[config.mk]
export PLATFORM = sky130hd
export DESIGN_NAME = dmem_port_arbiter_flat
export DESIGN_NICKNAME = d
export VERILOG_FILES = /design/src/rtl/dmem_port_arbiter_pkg.sv /design/src/rtl/dmem_port_arbiter_if.sv /design/src/rtl/dmem_port_arbiter_rr_arb2.sv /design/src/rtl/dmem_port_arbiter.sv /design/src/flat_wrapper.sv
export SDC_FILE = /design/constraint.sdc
export NUM_CORES = 1
export LEC_CHECK = 0
export CAP_MARGIN = 20
export CORE_AREA = 2 2 87 89
export CTS_BUF_LIST = sky130_fd_sc_hd__clkbuf_8
export CTS_CLUSTER_SIZE = 24
export DETAILED_ROUTE_END_ITERATION = 8
export DIE_AREA = 0 0 89 91
export PLACE_DENSITY = 0.7
export RECOVER_POWER = 25
export SETUP_SLACK_MARGIN = 0.05
export SLEW_MARGIN = 20
export SYNTH_ARGS = -nofsm -noshare
export SYNTH_HDL_FRONTEND = slang
export SYNTH_SLANG_ARGS = --single-unit
[constraint.sdc]
create_clock -name i_clk -period 2.1 [get_ports i_clk]
set_input_delay 0.42 -clock i_clk [delete_from_list [all_inputs] [get_ports i_clk]]
set_output_delay 0.42 -clock i_clk [all_outputs]
set_load 0.03 [all_outputs]
[src/rtl/dmem_port_arbiter_pkg.sv]
// dmem_arb_pkg: shared FSM encoding, port indices and default widths for dmem_port_arbiter
package dmem_arb_pkg;
  localparam int ADDR_W_DEF = 14;
  localparam int DATA_W_DEF = 32;
  localparam int P_CORE = 0;
  localparam int P_DBG = 1;
  typedef enum logic [2:0] {RUN, DRAIN, ISSUE, HOLD, WAIT} arb_state_t;
endpackage

[src/rtl/dmem_port_arbiter_if.sv]
// dmem_port_arbiter_if: requester-side and memory-side bus of the data-port arbiter
//   i_req/i_we/i_ben/i_addr/i_wdata [p] : per-port request fields
//   o_gnt/o_rvalid [p], o_rdata         : per-port grant, read response (shared data)
//   o_mem_* / i_mem_rdata / i_mem_ready : single memory port
//   slave modport = arbiter view, master modport = requester/memory model view
interface dmem_port_arbiter_if
  import dmem_arb_pkg::*;
#(
  parameter int ADDR_W = ADDR_W_DEF,
  parameter int DATA_W = DATA_W_DEF
);
  localparam int BW = DATA_W / 8;
  logic [1:0]             i_req;
  logic [1:0]             i_we;
  logic [1:0][BW-1:0]     i_ben;
  logic [1:0][ADDR_W-1:0] i_addr;
  logic [1:0][DATA_W-1:0] i_wdata;
  logic [1:0]             o_gnt;
  logic [1:0]             o_rvalid;
  logic [DATA_W-1:0]      o_rdata;
  logic                   o_mem_ren;
  logic                   o_mem_wen;
  logic [BW-1:0]          o_mem_ben;
  logic [ADDR_W-1:0]      o_mem_addr;
  logic [DATA_W-1:0]      o_mem_wdata;
  logic [DATA_W-1:0]      i_mem_rdata;
  logic                   i_mem_ready;
  modport slave (
    input  i_req, i_we, i_ben, i_addr, i_wdata, i_mem_rdata, i_mem_ready,
    output o_gnt, o_rvalid, o_rdata, o_mem_ren, o_mem_wen, o_mem_ben, o_mem_addr, o_mem_wdata
  );
  modport master (
    output i_req, i_we, i_ben, i_addr, i_wdata, i_mem_rdata, i_mem_ready,
    input  o_gnt, o_rvalid, o_rdata, o_mem_ren, o_mem_wen, o_mem_ben, o_mem_addr, o_mem_wdata
  );
endinterface

[src/rtl/dmem_port_arbiter_rr_arb2.sv]
// rr_arb2: 2-way round-robin picker with fixed-priority override
//   i_req[1:0]  requests        i_advance  grants allowed this cycle
//   i_fixed     port 0 always wins a tie
//   o_gnt[1:0]  one-hot grant; pointer flips away from the last granted port
module rr_arb2 (
  input  logic       i_clk,
  input  logic       i_rst_n,
  input  logic [1:0] i_req,
  input  logic       i_advance,
  input  logic       i_fixed,
  output logic [1:0] o_gnt
);
  logic r_ptr;
  always_comb o_gnt = !i_advance ? 2'b00 :
                      (i_req == 2'b11) ? ((i_fixed || !r_ptr) ? 2'b01 : 2'b10) : i_req;
  always_ff @(posedge i_clk or negedge i_rst_n)
    if (!i_rst_n) r_ptr <= 1'b0;
    else if (|o_gnt) r_ptr <= o_gnt[0];
endmodule

[src/rtl/dmem_port_arbiter.sv]
// dmem_port_arbiter: arbitrates core (port 0) and debug (port 1) onto one SPRAM data port
//   i_clk, i_rst_n (async active-low), bus (dmem_port_arbiter_if.slave)
//   DMEM_ARB_FENCE_EN adds i_fence_req / o_fence_ack / o_mem_fence_i and the fence FSM
module dmem_port_arbiter
  import dmem_arb_pkg::*;
#(
  parameter int ADDR_W = ADDR_W_DEF,
  parameter int DATA_W = DATA_W_DEF,
  parameter bit FIXED_P0 = 1'b0
) (
  input logic i_clk,
  input logic i_rst_n,
  dmem_port_arbiter_if.slave bus
`ifdef DMEM_ARB_FENCE_EN
  ,
  input  logic i_fence_req,
  output logic o_fence_ack,
  output logic o_mem_fence_i
`endif
);
  logic [1:0] w_gnt;
  logic       w_en;
  logic       w_sel;
  logic       w_rd;
  logic       r_pend;
  logic       r_tag;
`ifdef DMEM_ARB_FENCE_EN
  arb_state_t r_state;
  logic       r_fence_i;
  // a fence request blocks grants in the very cycle it is seen
  always_comb w_en = bus.i_mem_ready && (r_state == RUN) && !i_fence_req;
  always_comb o_mem_fence_i = r_fence_i;
  always_comb o_fence_ack = (r_state == WAIT) && bus.i_mem_ready;
  // the response in flight during RUN returns that same cycle, so DRAIN only
  // holds off ISSUE when a read would still be outstanding
  always_ff @(posedge i_clk or negedge i_rst_n)
    if (!i_rst_n) begin
      r_state   <= RUN;
      r_fence_i <= 1'b0;
    end else begin
      r_fence_i <= 1'b0;
      case (r_state)
        RUN:     if (i_fence_req) begin
                   r_state   <= w_rd ? DRAIN : ISSUE;
                   r_fence_i <= !w_rd;
                 end
        DRAIN:   if (!r_pend) begin
                   r_state   <= ISSUE;
                   r_fence_i <= 1'b1;
                 end
        ISSUE:   r_state <= HOLD;
        HOLD:    r_state <= WAIT;
        WAIT:    if (bus.i_mem_ready) r_state <= RUN;
        default: r_state <= RUN;
      endcase
    end
`else
  always_comb w_en = bus.i_mem_ready;
`endif
  rr_arb2 u_arb (
    .i_clk    (i_clk),
    .i_rst_n  (i_rst_n),
    .i_req    (bus.i_req),
    .i_advance(w_en),
    .i_fixed  (FIXED_P0),
    .o_gnt    (w_gnt)
  );
  always_comb begin
    w_sel           = w_gnt[P_DBG];
    w_rd            = |w_gnt && !bus.i_we[w_sel];
    bus.o_gnt       = w_gnt;
    bus.o_mem_ren   = w_rd;
    bus.o_mem_wen   = |w_gnt && bus.i_we[w_sel];
    bus.o_mem_ben   = |w_gnt ? bus.i_ben[w_sel] : '0;
    bus.o_mem_addr  = |w_gnt ? bus.i_addr[w_sel] : '0;
    bus.o_mem_wdata = |w_gnt ? bus.i_wdata[w_sel] : '0;
    bus.o_rvalid    = r_pend ? (r_tag ? 2'b10 : 2'b01) : 2'b00;
    bus.o_rdata     = r_pend ? bus.i_mem_rdata : '0;
  end
  // tag of the read granted last cycle steers the 1-cycle-latency response
  always_ff @(posedge i_clk or negedge i_rst_n)
    if (!i_rst_n) begin
      r_pend <= 1'b0;
      r_tag  <= 1'b0;
    end else begin
      r_pend <= w_rd;
      r_tag  <= w_sel;
    end
endmodule

[src/flat_wrapper.sv]
// flat-port wrapper written by rule: the top's interface ports become plain ports
module dmem_port_arbiter_flat import dmem_arb_pkg::*;
#(
  parameter int ADDR_W = ADDR_W_DEF,
  parameter int DATA_W = DATA_W_DEF,
  parameter bit FIXED_P0 = 1'b0
)
  (i_clk, i_rst_n, bus_i_req, bus_i_we, bus_i_ben, bus_i_addr, bus_i_wdata, bus_i_mem_rdata, bus_i_mem_ready, bus_o_gnt, bus_o_rvalid, bus_o_rdata, bus_o_mem_ren, bus_o_mem_wen, bus_o_mem_ben, bus_o_mem_addr, bus_o_mem_wdata);
  dmem_port_arbiter_if #(.ADDR_W(ADDR_W), .DATA_W(DATA_W)) bus_i ();
  input logic i_clk;
  input logic i_rst_n;
  input wire logic [$bits(bus_i.i_req)-1:0] bus_i_req;
  input wire logic [$bits(bus_i.i_we)-1:0] bus_i_we;
  input wire logic [$bits(bus_i.i_ben)-1:0] bus_i_ben;
  input wire logic [$bits(bus_i.i_addr)-1:0] bus_i_addr;
  input wire logic [$bits(bus_i.i_wdata)-1:0] bus_i_wdata;
  input wire logic [$bits(bus_i.i_mem_rdata)-1:0] bus_i_mem_rdata;
  input wire logic [$bits(bus_i.i_mem_ready)-1:0] bus_i_mem_ready;
  output wire logic [$bits(bus_i.o_gnt)-1:0] bus_o_gnt;
  output wire logic [$bits(bus_i.o_rvalid)-1:0] bus_o_rvalid;
  output wire logic [$bits(bus_i.o_rdata)-1:0] bus_o_rdata;
  output wire logic [$bits(bus_i.o_mem_ren)-1:0] bus_o_mem_ren;
  output wire logic [$bits(bus_i.o_mem_wen)-1:0] bus_o_mem_wen;
  output wire logic [$bits(bus_i.o_mem_ben)-1:0] bus_o_mem_ben;
  output wire logic [$bits(bus_i.o_mem_addr)-1:0] bus_o_mem_addr;
  output wire logic [$bits(bus_i.o_mem_wdata)-1:0] bus_o_mem_wdata;
  assign bus_i.i_req = bus_i_req;
  assign bus_i.i_we = bus_i_we;
  assign bus_i.i_ben = bus_i_ben;
  assign bus_i.i_addr = bus_i_addr;
  assign bus_i.i_wdata = bus_i_wdata;
  assign bus_i.i_mem_rdata = bus_i_mem_rdata;
  assign bus_i.i_mem_ready = bus_i_mem_ready;
  assign bus_o_gnt = bus_i.o_gnt;
  assign bus_o_rvalid = bus_i.o_rvalid;
  assign bus_o_rdata = bus_i.o_rdata;
  assign bus_o_mem_ren = bus_i.o_mem_ren;
  assign bus_o_mem_wen = bus_i.o_mem_wen;
  assign bus_o_mem_ben = bus_i.o_mem_ben;
  assign bus_o_mem_addr = bus_i.o_mem_addr;
  assign bus_o_mem_wdata = bus_i.o_mem_wdata;
  dmem_port_arbiter #(.ADDR_W(ADDR_W), .DATA_W(DATA_W), .FIXED_P0(FIXED_P0)) u_core (.i_clk(i_clk), .i_rst_n(i_rst_n), .bus(bus_i));
endmodule
==> results of run 1 <==
## logic make-up after synthesis
group,count (synthesis),share of synthesized area
AOI/OAI and AO/OA,55,0.2946
buffers and inverters,27,0.1297
DFF,3,0.06224
and+or+nand+nor,141,0.5135
## where the power goes
group / switching, mW / internal (mW) / leakage (nW) / total (mW)
combinational: 0.500 / 0.504 / 1.58 / 1.00
clock: 0.0351 / 0.124 / 0.0269 / 0.159
sequential: 0.0116 / 0.0648 / 0.0375 / 0.0764
total: 0.547 / 0.693 / 1.65 / 1.24
## cell usage in the layout, fill, tap and decap left out, types with 5 or more instances in the layout
cell             netlist  layout
and2_1                33      32
buf_4                 11      64
buf_6                  0       5
clkbuf_1               3       6
clkbuf_2               0       6
clkdlybuf4s15_2        0       5
clkdlybuf4s50_1        0     132
dlygate4sd2_1          0      20
nand2_1              103     103
o22ai_1               51      42
o22ai_2                0       9
## worst reg2reg max path, stage by stage (launching register included)
cell and delay [ps]:
dfrtp_1 440, o21ai_4 300, buf_12 170, buf_8 120
o32ai_2 80
## layout make-up
class                      instances  area (um^2)  area share
multi-input combinational        196         1044      0.2907
sequential                         3        75.07     0.02091
clock inverter                     1        3.754    0.001046
inverter                           2        7.507    0.002091
clock buffer                       3        41.29     0.01150
tap                               99        123.9     0.03451
timing repair buffer             248         2295      0.6392
## registers in the layout, indices dropped and copies added, names as in the netlist
register	count
u_core.r_pend	1
u_core.r_tag	1
u_core.u_arb.r_ptr	1
## routing by layer
metal / vias to the layer above / part of all wire
li1: 1213 / -
met1: 1056 / 0.36
met2: 128 / 0.52
met3: 6 / 0.11
met4: 0 / 0.017
met5: - / 0
## final timing paths
kind                                    start                 end  slack, ps  depth (start not counted)
hold reg to reg            u_core.u_arb.r_ptr  u_core.u_arb.r_ptr        640                          1
max in group asynchronous             i_rst_n        u_core.r_tag       1490                          1
min in group i_clk         u_core.u_arb.r_ptr  u_core.u_arb.r_ptr        640                          1
setup reg to reg           u_core.u_arb.r_ptr       u_core.r_pend        870                          4
hold / removal                        i_rst_n  u_core.u_arb.r_ptr        460                          1
setup / recovery                 bus_i_req[1]   bus_o_mem_addr[3]        100                          7
## timing repair
item / CTS / global route
pin swaps: 1 / 0
setup buffers: 0 / 0
resized for setup: 58 / 3
gates cloned: 1 / 0
setup endpoints to repair: 71 / 3
==> metrics, run 1 <==
drt drc=0; first-pass GRT wire length=10.45 mm; CTS Hold Bufs=0; Worst-Margin Slew=440.9 ps; number of core rows=31; relative slew slack=0.7060; GRT busiest layer=met2; # diodes=0; fin crit period=1995 ps; final setup violating endpoints=0; post-place setup slack=-413.9 ps; Max clock buf depth=2; H-tree depth=1; DR iter-0 viols=48; period utilization=0.9500; WS Path Type=in2out; CP top delay family=buffers and inverters; CP max FO=15; # fillers=719; P_leak=1.646 nW; critical path arrival=1580 ps; design area=3590 um^2; Wirelength per Cell=13.45 um; Initial Util=0.1690; skew final=approximately 2.1 ps; max-cap viol count=0; P&R area growth vs syn=197.6%; M1 GR Usage=0.1578; Ports=between 200 and 250; # port buffers=226; Critical Path Sink Type=output pin; DRT antenna net count=0; pin count of the biggest net entering global routing=49; placed insts=between 500 and 600; CP max-delay cell=dlygate4sd2_1; Worst-Skew Late Latency=210 ps; register area share after synthesis=0.06224; Synth top area share=0.3205; CORE AREA=~7100 um^2; root buffer cell=clkbuf_8; vias in the first global route=2229; final RePlAce weighted congestion=0.7790; synthesized net count=365; Num CTS Buffers=3; WP buf/inv=4; hold slack=459.7 ps; Post-synth top cells=nand2_1 (103), o22ai_1 (51), and2_1 (33), buf_2 (11), buf_4 (11); CTS tree=yes; RSZ-0062 raised after global routing=false; Crit path largest cell delay=approximately 290 ps; count leader, synth=nand2_1; CP required=1680 ps; HP Class=in2async; Detailed Place HPWL=6.075 mm; global route overflow=0; Seq cells post-synth=3; vias=about 2.4k; Worst Setup Start Kind=primary input; Yosys warnings=0; Final WS setup=105.0 ps; chip width=89 um; Synth area leaders=nand2_1 (32%), o22ai_1 (26%), and2_1 (17%), buf_4 (6.8%), dfrtp_1 (6.2%); setup TNS=0 ps; Hold Fails Final Rpt=0; grt met2 use=0.3209; ys async rst share=1.000; cell area power density=around 350 nW/um^2; Die H=91 um; Total GRT Usage=0.1597; ys flop type=dfrtp_1; DRT Pass-1 Iters=4; die area=between 8000 and 9000 um^2; GRT met3 Usage=0.03091; vias per cell=roughly 4.4; Tot Pwr=1.241 mW; count of different cell masters after synthesis=16; Post-synth EDFFs=0; CP Cell Sequence=dlygate4sd2_1 > nand2_1 > nand2_4 > buf_6 > buf_8 > o22ai_1 > buf_4; Peak VDD IR=0.1453 mV; Post-Syn Area per Cell=5.337 um^2; initial antenna violation count=0; Worst-path clk slew=around 30 ps; placed inst area=3471 um^2; leading area contributor after synthesis=nand2_1; Post-Syn Instances=roughly 230; Synth Cell Area=around 1200 um^2; final wirelength=7.426 mm; share of cells above drive strength 1=0.2274; Post-Layout Cell Count=552; status=complete, no violations; Max Clk Rate=501.2 MHz; Max Slew Vio Count=0; Finished Core Util=0.5030; fin nets=593; Clock Sink Count=3
No activity file was read; power rests on OpenSTA's default activity.
==> run 2, diff against run 1 <==
Settings changed: MAX_ROUTING_LAYER set to met4.
==> run 2 against run 1 <==
Against the previous run: worst hold slack unchanged; sequential cell count unchanged; non-clock buffer count unchanged; sequential share of layout area unchanged.
==> metrics, run 2 (synthesis gave the netlist of run 1 again) <==
fin nets=593; Worst-path clk slew=30 ps; Top Registers=u_core.r_pend (1), u_core.r_tag (1), u_core.u_arb.r_ptr (1); number of core rows=31; CP max-delay cell=dlygate4sd2_1; Peak VDD IR=0.1449 mV; cell area power density=345.7 nW/um^2; P_leak=1.646 nW; RSZ-0062 raised after global routing=false; Tot Pwr=1.241 mW; first-pass GRT wire length=10.43 mm; CP top delay family=buffers and inverters; Max Slew Vio Count=0; max-cap viol count=0; share of cells above drive strength 1=0.2274; worst reg-to-reg setup slack=870 ps; skew final=around 2.1 ps; # diodes=0; WS Path Type=in2out; most common cell after layout, fill and taps aside=clkdlybuf4s50_1; CP Cell Sequence=dlygate4sd2_1 > nand2_1 > nand2_4 > buf_6 > buf_8 > o22ai_1 > buf_4; initial antenna violation count=0; placed inst area=about 3500 um^2; DR iter-0 viols=50; HP Class=in2async; fin crit period=around 2000 ps; Num CTS Buffers=3; drt drc=0; die area=8099 um^2; Hold Fails Final Rpt=0; critical path arrival=roughly 1600 ps; relative slew slack=0.7060; Total GRT Usage=0.1640; Worst Setup Start Kind=primary input; final wirelength=7.418 mm; H-tree depth=1; CORE AREA=7137 um^2; CTS Hold Bufs=0; Post-Layout Cell Count=552; Ports=227; Critical Path Sink Type=output pin; vias per cell=4.373; final RePlAce weighted congestion=roughly 0.79; Initial Util=0.1690; Max clock buf depth=2; Worst-Skew Late Latency=210 ps; design area=roughly 3600 um^2; Max Clk Rate=501.4 MHz; status=complete, no violations; CP required=1680 ps; number of post-CTS setup repair buffers=0; final setup violating endpoints=0; DRT antenna net count=0; WP buf/inv=4; Detailed Place HPWL=6.075 mm; Die H=91 um; commonest non-fill, non-tap cells in the layout=clkdlybuf4s50_1 (132), nand2_1 (103), buf_4 (64); post-place setup slack=-413.9 ps; Wirelength per Cell=13.44 um; DRT Pass-1 Iters=4; Worst-Margin Slew=440.9 ps; period utilization=0.9497; Crit path largest cell delay=290 ps; root buffer cell=clkbuf_8; CTS tree=yes; vias in the first global route=2232; pin count of the biggest net entering global routing=49; Final WS setup=approximately 110 ps; global route overflow=0; # port buffers=226; Clock Sink Count=3; vias=roughly 2.4k; P&R area growth vs syn=197.6%; CP max FO=15; chip width=89 um; setup TNS=0 ps; placed insts=547
[run 2: cell counts in the layout (fill, tap and decap cells not counted)]
Identical to the previous run, type by type.
[run 2: final timing paths]
path,from,to,depth (start not counted)
worst max-delay path,bus_i_req[1],bus_o_mem_addr[3],7
worst min-delay path,i_rst_n,u_core.u_arb.r_ptr,1
worst max register to register,u_core.u_arb.r_ptr,u_core.r_pend,4
worst min register to register,u_core.u_arb.r_ptr,u_core.u_arb.r_ptr,1
max in group asynchronous,i_rst_n,u_core.r_tag,1
min in group i_clk,u_core.u_arb.r_ptr,u_core.u_arb.r_ptr,1
[run 2: what timing repair did]
action                     in CTS  in global routing
gates cloned                    1                  0
setup endpoints to repair      71                  3
pin swaps                       1                  0
gates resized for setup        58                  3
[run 2: layout make-up]
type                    count  area (um^2)
repair buffers            248         2295
fillers                   719         3547
clock inverters             1        3.754
well taps                  99        123.9
flip-flops and latches      3        75.07
inverters                   2        7.507
clock buffers               3        41.29
multi-input cells         196         1044
[run 2: worst register-to-register path: stages, from the launching register on]
cell	delay [ps]
dfrtp_1	440
o21ai_4	300
buf_12	170
buf_8	120
o32ai_2	80
[run 2: where the power goes]
group | switching, mW | internal (mW) | total [mW]
Clock | 0.0351 | 0.124 | 0.159
Combinational | 0.501 | 0.505 | 1.01
Sequential | 0.0116 | 0.0648 | 0.0764
[run 2: per-layer routing]
metal	wire length, um	vias to the layer above	share of wire	track usage
met5	0	-	0	-
met4	124	0	0.017	0.04602
met3	693	6	0.093	0.02091
met2	3842	128	0.52	0.3209
met1	2757	1067	0.37	0.1638
li1	-	1213	-	-
[run 2: through the flow]
stage               utilization  hold WS, ps
floorplan                     -        124.4
finish                   0.5030        459.7
CTS                      0.5081        384.4
global route             0.5030        469.0
detailed placement       0.4863        609.4
global placement         0.4863        588.1
==> run 3, diff against run 2 <==
Settings changed: TNS_END_PERCENT set to 20.
==> run 3 against run 2 <==
Against the previous run: setup slack worse by 1.5 ps; critical endpoint unchanged; critical path type unchanged; largest cell class unchanged; clock-buffer cell count is the same; clock skew barely moved; final cell count unchanged; non-clock buffer count did not move; utilization is the same.
==> metrics, run 3 (synthesis gave the netlist of run 1 again) <==
status=complete, no violations; relative slew slack=0.7099; Ports=227; Crit path largest cell delay=290 ps; most common cell after layout, fill and taps aside=clkdlybuf4s50_1; fin nets=593; Peak VDD IR=between 0.1 and 0.15 mV; placed insts=547; Initial Util=0.1690; Detailed Place HPWL=roughly 6 mm; period utilization=0.9504; Critical Path Sink Type=output pin; sequential power share=0.062; Clock power frac=0.128; GRT met3 Usage=0.02091; final RePlAce weighted congestion=0.7896; WS Path Type=in2out; skew final=2.131 ps; DRT Pass-1 Iters=4; Final WS setup=104.1 ps; vias=between 2k and 2.5k; root buffer cell=clkbuf_8; final setup violating endpoints=0; max-cap viol count=0; vias per cell=4.382; CP Cell Sequence=dlygate4sd2_1 > nand2_1 > nand2_4 > buf_6 > buf_8 > o22ai_1 > buf_4; post-place setup slack=-413.9 ps; Worst-path clk slew=30 ps; final wirelength=7.402 mm; hold slack=roughly 460 ps; Max clock buf depth=2; fin crit period=1996 ps; Wirelength per Cell=13.41 um; P_sw=around 0.55 mW; die area=8099 um^2; Switching Fraction=0.4408; Tot Pwr=1.239 mW; Total GRT Usage=0.1640; WP buf/inv=4; Max Clk Rate=501.0 MHz; Hold Fails Final Rpt=0; Int Power=0.6930 mW; # fillers=719; Clock Sink Count=3; design area=~3600 um^2; initial antenna violation count=0; Finished Core Util=0.5030; # port buffers=226; # diodes=0; CP max FO=15; Max Slew Vio Count=0; RSZ-0062 raised after global routing=true; P&R area growth vs syn=197.6%; CORE AREA=7137 um^2; P_leak=1.647 nW; Worst Setup Start Kind=primary input; vias in the first global route=2232; HP Class=in2async; setup TNS=0 ps; DRT antenna net count=0; CTS Hold Bufs=0; number of post-CTS setup repair buffers=0; Comb power frac=0.810; cell area power density=around 350 nW/um^2; Num CTS Buffers=3; chip width=about 89 um; global route overflow=0; CTS tree=yes; Worst-Skew Late Latency=210 ps; M1 GR Usage=0.1638; CP required=1680 ps; Post-Layout Cell Count=between 500 and 600; H-tree depth=1; CP max-delay cell=dlygate4sd2_1; number of core rows=31; share of cells above drive strength 1=0.2252; grt met2 use=0.3209; drt drc=0; Top Registers=u_core.r_pend (1), u_core.r_tag (1), u_core.u_arb.r_ptr (1); first-pass GRT wire length=10.43 mm; DR iter-0 viols=53; pin count of the biggest net entering global routing=49; CP top delay family=buffers and inverters; placed inst area=3471 um^2; commonest non-fill, non-tap cells in the layout=clkdlybuf4s50_1 (132), nand2_1 (103), buf_4 (64); Die H=~91 um; Worst-Margin Slew=435.2 ps; critical path arrival=between 1500 and 2000 ps; GRT busiest layer=met2
run 3: cell count changes in the layout (fill, tap and decap cells not counted):
cell | before | now
clkbuf_1 | 6 | 5
dlygate4sd3_1 | 3 | 4
o22ai_1 | 42 | 43
o22ai_2 | 9 | 8
run 3: layer usage:
metal / share of wire / wire length [um]
met2: 0.52 / 3843
met1: 0.37 / 2741
met5: 0 / 0
met4: 0.017 / 124
met3: 0.094 / 693
run 3: what timing repair did:
action / 4_1_cts / 5_1_grt
gates resized for setup: 58 / 1
setup endpoints to repair: 71 / 3
pin swaps: 1 / 0
gates cloned: 1 / 0
run 3: power groups by stage:
stage	clock [mW]	combinational (mW)	sequential (mW)
3_3_place_gp	0	0.978	0.0757
3_5_place_dp	0	0.986	0.0770
5_1_grt	0.173	1.07	0.0773
4_1_cts	0.165	1.02	0.0764
6_report	0.159	1.00	0.0764
2_1_floorplan	0	0.475	0.0724
run 3: area by class of cell:
type	instances	area, um^2	area share
Clock inverter	1	3.754	0.001046
Clock buffer	3	41.29	0.01150
Sequential cell	3	75.07	0.02091
Multi-Input combinational cell	196	1037	0.2889
Tap cell	99	123.9	0.03451
Inverter	2	7.507	0.002091
Timing Repair Buffer	248	2301	0.6410
run 3: worst paths after layout:
kind | cells past startpoint | to | slack (ps) | from
max | 7 | bus_o_mem_addr[3] | 100 | bus_i_req[1]
min | 1 | u_core.u_arb.r_ptr | 460 | i_rst_n
max reg2reg | 4 | u_core.r_pend | 870 | u_core.u_arb.r_ptr
min reg2reg | 1 | u_core.u_arb.r_ptr | 640 | u_core.u_arb.r_ptr
max in group asynchronous | 1 | u_core.r_tag | 1500 | i_rst_n
min in group i_clk | 1 | u_core.u_arb.r_ptr | 640 | u_core.u_arb.r_ptr
run 3: worst register-to-register path, delay by kind of cell (launching register included):
| family | cells | cell delay (ps) |
|---|---|---|
| DFF | 1 | 440 |
| AOI/OAI and AO/OA | 2 | 380 |
| buffers and inverters | 2 | 290 |
